### src/rtl/common.vh
// Shared sizing for the polynomial RAM datapath.
//   ADDR_WIDTH : RAM line address width
//   BIT_WIDTH  : bits per coefficient
//   LINE_SIZE  : coefficients per RAM line
`ifndef COMMON_VH
`define COMMON_VH
`define ADDR_WIDTH 8
`define BIT_WIDTH 16
`define LINE_SIZE 4
`endif

### src/rtl/poly_ram_reader.sv
// poly_ram_reader
// Streams `len` consecutive RAM lines starting at `base_addr` out of a
// 2-cycle-latency RAM port onto a valid/ready stream, with a small skid FIFO
// absorbing back-pressure.
//
// Ports
//   clk, rstn            clock, asynchronous active-low reset
//   start, base_addr,len request (sampled only while idle)
//   ram_addr/ram_we/ram_en/ram_dout   RAM read port (data 2 cycles after addr)
//   out_data/out_valid/out_ready/out_last  output line stream
//   busy                 not idle
//   done                 one-cycle pulse after the final line transfers
`timescale 1ns/1ps
`include "common.vh"

module poly_ram_reader #(
  parameter int FIFO_DEPTH = 4
) (
  input  logic                                   clk,
  input  logic                                   rstn,
  input  logic                                   start,
  input  logic [`ADDR_WIDTH-1:0]                 base_addr,
  input  logic [`ADDR_WIDTH:0]                   len,
  output logic [`ADDR_WIDTH-1:0]                 ram_addr,
  output logic                                   ram_we,
  output logic                                   ram_en,
  input  logic [`BIT_WIDTH*`LINE_SIZE-1:0]       ram_dout,
  output logic [`BIT_WIDTH*`LINE_SIZE-1:0]       out_data,
  output logic                                   out_valid,
  input  logic                                   out_ready,
  output logic                                   out_last,
  output logic                                   busy,
  output logic                                   done
);

  localparam int AW = `ADDR_WIDTH;
  localparam int LW = `BIT_WIDTH * `LINE_SIZE;
  localparam int PW = $clog2(FIFO_DEPTH);

  localparam logic [1:0] IDLE  = 2'd0;
  localparam logic [1:0] ISSUE = 2'd1;
  localparam logic [1:0] DRAIN = 2'd2;

  generate
    if (FIFO_DEPTH < 4 || (FIFO_DEPTH & (FIFO_DEPTH - 1)) != 0) begin : gBadDepth
      $error("poly_ram_reader: FIFO_DEPTH must be a power of two >= 4");
    end
  endgenerate

  logic [1:0]    stateReg;
  logic [AW-1:0] addrReg;
  logic [AW:0]   lenReg;
  logic [AW:0]   issueCnt;
  logic [AW:0]   xferCnt;
  logic [AW:0]   lenMinus1;
  logic          tag1Reg;
  logic          tag2Reg;
  logic          doneReg;

  logic [PW:0]   wrPtr;
  logic [PW:0]   rdPtr;
  logic [PW:0]   fifoCount;
  logic          fifoEmpty;
  logic          fifoFull;
  logic [LW-1:0] fifoMem [FIFO_DEPTH];

  logic [PW+1:0] creditUsed;
  logic          issueFire;
  logic          lastIssue;
  logic          push;
  logic          pop;

  assign lenMinus1  = lenReg - {{AW{1'b0}}, 1'b1};

  // Pointers carry one extra wrap bit so full and empty are distinguishable.
  assign fifoCount  = wrPtr - rdPtr;
  assign fifoEmpty  = (wrPtr == rdPtr);
  assign fifoFull   = (fifoCount == (PW+1)'(FIFO_DEPTH));

  // Credit: every read in the 2-stage pipe already owns a FIFO slot, so the
  // FIFO can never be pushed while full no matter how long out_ready stalls.
  assign creditUsed = {1'b0, fifoCount} + (PW+2)'(tag1Reg) + (PW+2)'(tag2Reg);
  assign issueFire  = (stateReg == ISSUE) && (creditUsed < (PW+2)'(FIFO_DEPTH));
  assign lastIssue  = (issueCnt == lenMinus1);

  // The read tag leaves stage 2 exactly when its RAM data is on ram_dout.
  assign push       = tag2Reg;
  assign pop        = out_valid && out_ready;

  assign ram_addr   = addrReg;
  assign ram_we     = 1'b0;
  assign ram_en     = (stateReg != IDLE);
  assign busy       = (stateReg != IDLE);
  assign done       = doneReg;

  assign out_valid  = !fifoEmpty;
  assign out_data   = fifoMem[rdPtr[PW-1:0]];
  assign out_last   = !fifoEmpty && (stateReg != IDLE) && (xferCnt == lenMinus1);

  always_ff @(posedge clk or negedge rstn) begin
    if (!rstn) begin
      stateReg <= IDLE;
      addrReg  <= '0;
      lenReg   <= '0;
      issueCnt <= '0;
      doneReg  <= 1'b0;
    end else begin
      doneReg <= 1'b0;
      case (stateReg)
        IDLE: begin
          if (start) begin
            if (len == '0) begin
              doneReg <= 1'b1;
            end else begin
              stateReg <= ISSUE;
              lenReg   <= len;
              addrReg  <= base_addr;
              issueCnt <= '0;
            end
          end
        end
        ISSUE: begin
          if (issueFire) begin
            if (lastIssue) begin
              // Keep ram_addr on the final address for the drain phase.
              stateReg <= DRAIN;
            end else begin
              addrReg  <= addrReg + 1'b1;   // wraps modulo 2^AW
              issueCnt <= issueCnt + 1'b1;
            end
          end
        end
        DRAIN: begin
          if (pop && out_last) begin
            stateReg <= IDLE;
            doneReg  <= 1'b1;
          end
        end
        default: stateReg <= IDLE;
      endcase
    end
  end

  // Transfer counter drives out_last; it restarts with every accepted request.
  always_ff @(posedge clk or negedge rstn) begin
    if (!rstn) begin
      xferCnt <= '0;
    end else if (stateReg == IDLE && start) begin
      xferCnt <= '0;
    end else if (pop) begin
      xferCnt <= xferCnt + 1'b1;
    end
  end

  always_ff @(posedge clk or negedge rstn) begin
    if (!rstn) begin
      tag1Reg <= 1'b0;
      tag2Reg <= 1'b0;
      wrPtr   <= '0;
      rdPtr   <= '0;
    end else begin
      tag1Reg <= issueFire;
      tag2Reg <= tag1Reg;
      if (push) wrPtr <= wrPtr + 1'b1;
      if (pop)  rdPtr <= rdPtr + 1'b1;
    end
  end

  // Storage is not reset; the pointers alone decide what is visible.
  always_ff @(posedge clk) begin
    if (push) fifoMem[wrPtr[PW-1:0]] <= ram_dout;
  end

  aPushFull: assert property (@(posedge clk) disable iff (!rstn) !(push && fifoFull));
  aPopEmpty: assert property (@(posedge clk) disable iff (!rstn) !(pop && fifoEmpty));
  aCredit:   assert property (@(posedge clk) disable iff (!rstn)
                              creditUsed <= (PW+2)'(FIFO_DEPTH));

endmodule

### config.mk
export PLATFORM = sky130hd
export DESIGN_NAME = poly_ram_reader
export DESIGN_NICKNAME = d
export VERILOG_FILES = /design/src/rtl/poly_ram_reader.sv
export VERILOG_INCLUDE_DIRS = /design/src /design/src/rtl
export SDC_FILE = /design/constraint.sdc
export NUM_CORES = 1
export LEC_CHECK = 0
export BUFFER_PORTS_ARGS = -buffer_cell sky130_fd_sc_hd__buf_2
export CAP_MARGIN = 30
export CORE_MARGIN = 4
export CORE_UTILIZATION = 35
export DETAILED_ROUTE_END_ITERATION = 8
export PLACE_DENSITY_LB_ADDON = 0.08
export SLEW_MARGIN = 20
export SYNTH_ARGS = -nofsm -noshare
export SYNTH_HDL_FRONTEND = slang
export SYNTH_SLANG_ARGS = --single-unit
### constraint.sdc
create_clock -name clk -period 3.4 [get_ports clk]
set_input_delay 0.34 -clock clk [delete_from_list [all_inputs] [get_ports clk]]
set_output_delay 0.34 -clock clk [all_outputs]
set_load 0.01 [all_outputs]
# Yosys cells after proc, flatten, opt, wreduce, memory -nomap -nowiden
# Memories as Yosys holds them, arrays and structs flattened.
# Index checks and enable logic that the tools add are counted.
# classes
addsub,9
mux,24
n_mul,0
n_div,0
eq_ne,11
order_cmp,1
reduce_logical,15
n_bitwise,1
shift,0
# ops
cell,n
9-bit 2-to-1 mux,6
8-bit 2-to-1 mux,4
9-bit by 1-bit adder with 9-bit output (second input constant),2
9-bit == test,2
9-bit one-hot mux with 2 select lines,1
8-bit one-hot mux with 2 select lines,1
2-bit inequality test (second input constant),6
2-bit 2-to-1 mux,5
5-bit AND reduction,2
9-bit zero test,1
9-bit by 1-bit subtractor with 9-bit output (second input constant),1
8-bit by 1-bit adder with 8-bit output (second input constant),1
3-bit by 1-bit adder with 3-bit output (second input constant),2
1-bit logical AND,6
2-bit one-hot mux with 3 select lines,1
2-bit nonzero test,3
1-bit 2-to-1 mux,5
3-bit by 1-bit adder with 4-bit output,1
4-bit by 1-bit adder with 4-bit output,1
4-bit by 3-bit less-than comparator with 1-bit output (second input constant),1
3-bit == test,1
3-bit AND reduction,1
3-bit subtractor,1
2-bit by 1-bit == test with 1-bit output (second input constant),1
5 further kinds,5
# totals
memories,1
rom_bits,0
out_inout_bits,78
ramBits,256
inputBits,85
ff_bits,46
wordCells,72
latchBits,0
# mem_list
name,words,word_bits,read_ports,rd_clocked_by_memory_dff,wr,line_no,text
fifoMem,4,64,1,0,1,poly_ram_reader.sv:65,logic [LW-1:0] fifoMem [FIFO_DEPTH];

# Depth between registers and ports, before layout
# logic_depth
depth_word,7
depth_mapped,10
depth_no_buf,10

# Worst setup path after synthesis
# Ideal clock, no wire load.
# synth_path
path_kind,reg2reg
from,reg rdPtr[1]
to,reg issueCnt[4]
path_buffers,2
setup_time_ps,129
path_stages_with_launch,11
t_required_ps,3271
arrival_ps,2782
slack_ps,488
period_less_slack_ps,2912
cell_sequence,dfrtp_1 > clkbuf_1 > clkbuf_1 > inv_1 > fa_1 > xnor3_1 > a211oi_1 > nor2_1 > or3_1 > o211ai_1 > o31ai_1
# synth_between
elab_chain_len,7
# synth_lines
item,line_no,text
from (decl),poly_ram_reader.sv:61,logic [PW:0] rdPtr;
from (signal assigned),poly_ram_reader.sv:165,if (pop) rdPtr <= rdPtr + 1'b1;
3-bit subtractor,poly_ram_reader.sv:76,assign fifoCount = wrPtr - rdPtr;
3-bit by 1-bit adder with 4-bit output,poly_ram_reader.sv:82,"assign creditUsed = {1'b0, fifoCount} + (PW+2)'(tag1Reg) + (PW+2)'(tag2Reg);"
4-bit by 1-bit adder with 4-bit output,poly_ram_reader.sv:82,
4-bit by 3-bit less-than comparator with 1-bit output,poly_ram_reader.sv:83,assign issueFire = (stateReg == ISSUE) && (creditUsed < (PW+2)'(FIFO_DEPTH));
1-bit logical AND,poly_ram_reader.sv:83,
named net issueFire,poly_ram_reader.sv:68,logic issueFire;
2-bit inequality test (no source line),n/a,
5-bit AND reduction (no source line),n/a,
to (signal assigned),poly_ram_reader.sv:129,issueCnt <= issueCnt + 1'b1;
to (decl),poly_ram_reader.sv:53,logic [AW:0] issueCnt;
# The timed path passes the listed nets, and every way through them passes these cells.
# A chain may end at the register's enable or synchronous reset.

# Final worst setup path
# layout_path
from,reg rdPtr[0]
to,out out_data[56]
# layout_between
elab_chain_len,1
# layout_lines
item,line_no,text
memory read 4 x 64 bit,n/a,
to (decl),poly_ram_reader.sv:28,"output logic [`BIT_WIDTH*`LINE_SIZE-1:0] out_data,"
# No other way between the ends.

==> impl_summary.md <==
Global routing
The maximum number of pins on one net before global-route repair is 38. The first global-routing pass estimated 40.8 mm of wire. The global router's overall resource usage is 13.8%. The number of antenna violations at the first check in global routing was 1. Global routing finished with a remaining overflow of 0. The via count of the first global-routing pass is 6979.

Place
Summed over all nets, the half-perimeter wirelength after detailed placement is 16.7 mm. Once placement completed, the tool counted placed cells totaling 1238. In this run the tool buffered the top-level ports with 161 buffer cells. OpenSTA, run right after detailed placement, puts the worst setup slack at 443 ps. The weighted congestion at the end of routability-driven global placement is 0.810.

Clocking
The total CTS buffers is 36. Counting every sink on the clock net gives 302. TritonCTS built the clock tree. The later pin in the worst-skew pair is clocked with a latency of 520 ps. The cell chosen for the clock root is sky130_fd_sc_hd__clkbuf_16. After clock tree synthesis, the clock-pin slew on the worst setup and hold paths is 60 ps. The number of levels the H-tree was split into is 2.

The maximum root-to-sink buffer count is 3. The setup fix buffers added after clock tree synthesis is 0.

Hold path
The tightest min-delay check is of the in2reg type. The worst hold path depth is 1.

Routing
The detailed-route via count is 6525. The count of routing violations after the opening detailed-route iteration is 319. The detail-routed via count per cell is 5.00. The average wire per standard cell is 20.0 um. For this run, the detailed router's first-pass iteration total came to 4. The DRC violations left is 0. The detail route stage leaves a number of antenna-violating nets equal to 0.

The post-detailed-routing wire length is 26.1 mm.

Synthesis
Yosys printed 0 warnings. After Yosys synthesis, full adders, half adders and majority gates account for 1.40% of the synthesized area. In the synthesized netlist, mux cells make up 12.3% of the area. After Yosys synthesis, XOR and XNOR cells account for 3.10% of the synthesized area.

The gate count after technology mapping is 646. The predominant post-synthesis flop cell is sky130_fd_sc_hd__edfxtp_1. After synthesis, the netlist uses 56 different library cells. After synthesis, the share of flip-flops with an asynchronous set or reset is 15.2%. The number of nets handed over by synthesis was 744. Summing the areas of all compound-gate instances in the mapped netlist gives 3.24% of the synthesized area. The share of the Yosys chip area taken by registers is 72.9%. In this run, synthesis inferred 256 flip-flops with an integrated enable. The combinational family with the most area after synthesis is multiplexers. Of the total synthesized cell area, the portion taken by AND, OR, NAND and NOR gates is 5.38%. The register bit count reported by yosys is 302. Averaged over all synthesized cells, the footprint is 18.8 um2.

The synthesized cell area is 12100 um2.

Floorplan
The region available for standard cell placement spans 33900 um2. 163 I/O pins were placed. The die covers 37700 um2.

The placement row count is 67. The chip width is 194 um. For this configuration, the core starts out at a cell density of 35.8%. The die is 194 um tall.

Power
The combinational power share is 34.4%. In this run the power spent charging and discharging nets is 4.36 mW. In this run, the clock network consumes 25.7% of the power.

The internal power summed over all cells is 9.12 mW. The overall power is 13.5 mW. The worst-case IR drop observed on VDD is 0.518 mV. The proportion of power drawn by flip-flops and latches is 39.9%. The static leakage is 5.28 nW. The power density over the cells is 921 nW/um2.

Net switching is 32.3% of the power.

Timing
The final-layout worst hold slack is 40.3 ps. The final-report hold violation count is 0. Headroom to the max-slew limit came out at 40.8%. The worst setup margin is 324 ps.

The final total negative setup slack is 0 ps. The final-report setup violation count is 0. The measured slew at the worst slew-check pin is 885 ps.

Setup repair after global routing left no endpoint under its margin. The final-report max-slew violation count was 0. Dividing the final minimum period by the clock period gives 90.5%.

The maximum frequency from static timing analysis is 325 MHz. The final setup skew is 9.55 ps. The clock period could shrink to 3080 ps.

Layout
The final layout contains 927 nets. The library cells used most frequently in the layout, excluding fill and tap cells, are sky130_fd_sc_hd__edfxtp_1, sky130_fd_sc_hd__buf_2, sky130_fd_sc_hd__mux4_2, sky130_fd_sc_hd__nand2_1, sky130_fd_sc_hd__dfrtp_1. From synthesis to final layout, the design area changed by 20.8%. Leaving out fill and tap cells, the most frequent cell in the layout is sky130_fd_sc_hd__edfxtp_1. Leaving out filler cells and counting taps, the final layout contains 1304. The fraction of final layout cells with drive strength greater than 1 is 35.8%.

Setup path
For the worst setup path, the data required time is 3060 ps. The number of cells traversed by the worst register-to-register path is 8. STA puts the critical path data arrival time at 2740 ps.

The path type of the worst setup path is reg2out. STA classifies the critical path endpoint as an output port. The worst setup path is launched from a flop. The largest fanout of any net on the critical path is 37.

Run status
The run finished with clean final reports.

Flow run
The tool flagged a number of max-cap violations equal to 0.
==> final timing paths <==
kind	endpoint	from	slack, ps
setup reg to reg	ram_addr[5]$_DFFE_PN0P_	lenReg[3]$_DFFE_PN0P_	440
hold / removal	fifoMem[0][36]$_DFFE_PP_	ram_dout[36]	40
hold reg to reg	push$_DFF_PN0_	tag1Reg$_DFF_PN0_	380
setup / recovery	out_data[56]	rdPtr[0]$_DFFE_PN0P_	320
max in group asynchronous	rdPtr[0]$_DFFE_PN0P_	rstn	2460
min in group asynchronous	ram_addr[4]$_DFFE_PN0P_	rstn	380
==> state kept, by name, summed over array words and instances, names as in the netlist <==
signal / flops
done: 1
lenReg: 9
push: 1
issueCnt: 9
xferCnt: 9
fifoMem: 256
stateReg: 2
rdPtr: 3
ram_addr: 8
wrPtr: 3
tag1Reg: 1
==> through the flow <==
step                      utilization, %  area, um2
final                               43.2      14600
after global routing                43.2      14600
after CTS                           43.2      14600
after detailed placement            40.0      13500
after global placement              39.8      13500
after floorplan                        -      12100
==> synth_stat cells, drive strengths merged, types with 11 or more instances <==
library cell  number  area [um2]
buf               13        88.8
clkbuf            18        68.8
dfrtp             46        1150
edfxtp           256        7690
ha                12         150
mux4              64        1440
nand2             47         179
nand3             11        55.1
nor2              14        60.1
nor3              13        75.1
o21ai             15        75.1
xnor2             12         105
xor2              18         158
==> per-layer routing <==
metal / vias up / part of all wire [%] / global-route usage [%]
li1: 2960 / - / -
met1: 3329 / 43 / 18.2
met2: 180 / 49 / 22.7
met3: 56 / 5.1 / 3.02
met4: 0 / 3.1 / 4.74
met5: - / 0 / 0
==> power groups by stage <==
| stage | Clock [mW] | Sequential (mW) | Combinational (mW) |
|---|---|---|---|
| 3_5_place_dp | 0 | 5.45 | 4.76 |
| 3_3_place_gp | 0 | 5.40 | 4.71 |
| 5_1_grt | 3.77 | 5.45 | 5.11 |
| 6_report | 3.46 | 5.37 | 4.64 |
| 4_1_cts | 3.59 | 5.38 | 4.78 |
| 2_1_floorplan | 0 | 5.34 | 3.21 |
==> cell type report <==
| cell class | count | area [um2] |
|---|---|---|
| Clock buffer | 46 | 958 |
| Tap cell | 448 | 561 |
| Multi-Input combinational cell | 303 | 3100 |
| Sequential cell | 302 | 8850 |
| Antenna cell | 1 | 2.50 |
| Clock inverter | 18 | 123 |
| Timing Repair Buffer | 176 | 1010 |
| Fill cell | 3035 | 19200 |
| Inverter | 10 | 37.5 |
==> worst max-delay path, stage by stage (launching register included) <==
cell and delay (ps):
sky130_fd_sc_hd__dfrtp_4 400, sky130_fd_sc_hd__buf_4 520, sky130_fd_sc_hd__buf_8 460, sky130_fd_sc_hd__mux4_2 600, sky130_fd_sc_hd__buf_2 170
==> timing repair <==
| action | CTS | global route |
|---|---|---|
| gates resized for setup | 1 | 2 |
| setup endpoints to repair | 37 | 2 |
| pin swaps | 0 | 0 |
| cloned | 0 | 0 |
| hold buffers | 1 | 0 |
| hold endpoints to repair | 23 | 0 |
==> logic make-up (layout without fill, tap and decap cells) <==
family                   count (synthesis)  count (layout)
AO/OA/AOI/OAI                           60              60
XOR/XNOR                                35              35
adder cells (fa/ha/maj)                 13              13
buffers and inverters                   41             250
flip-flops                             302             302
multiplexers                            68              68
other                                    1               2
AND/OR/NAND/NOR                        126             126
Note: power is estimated with default switching activity, not from simulation.
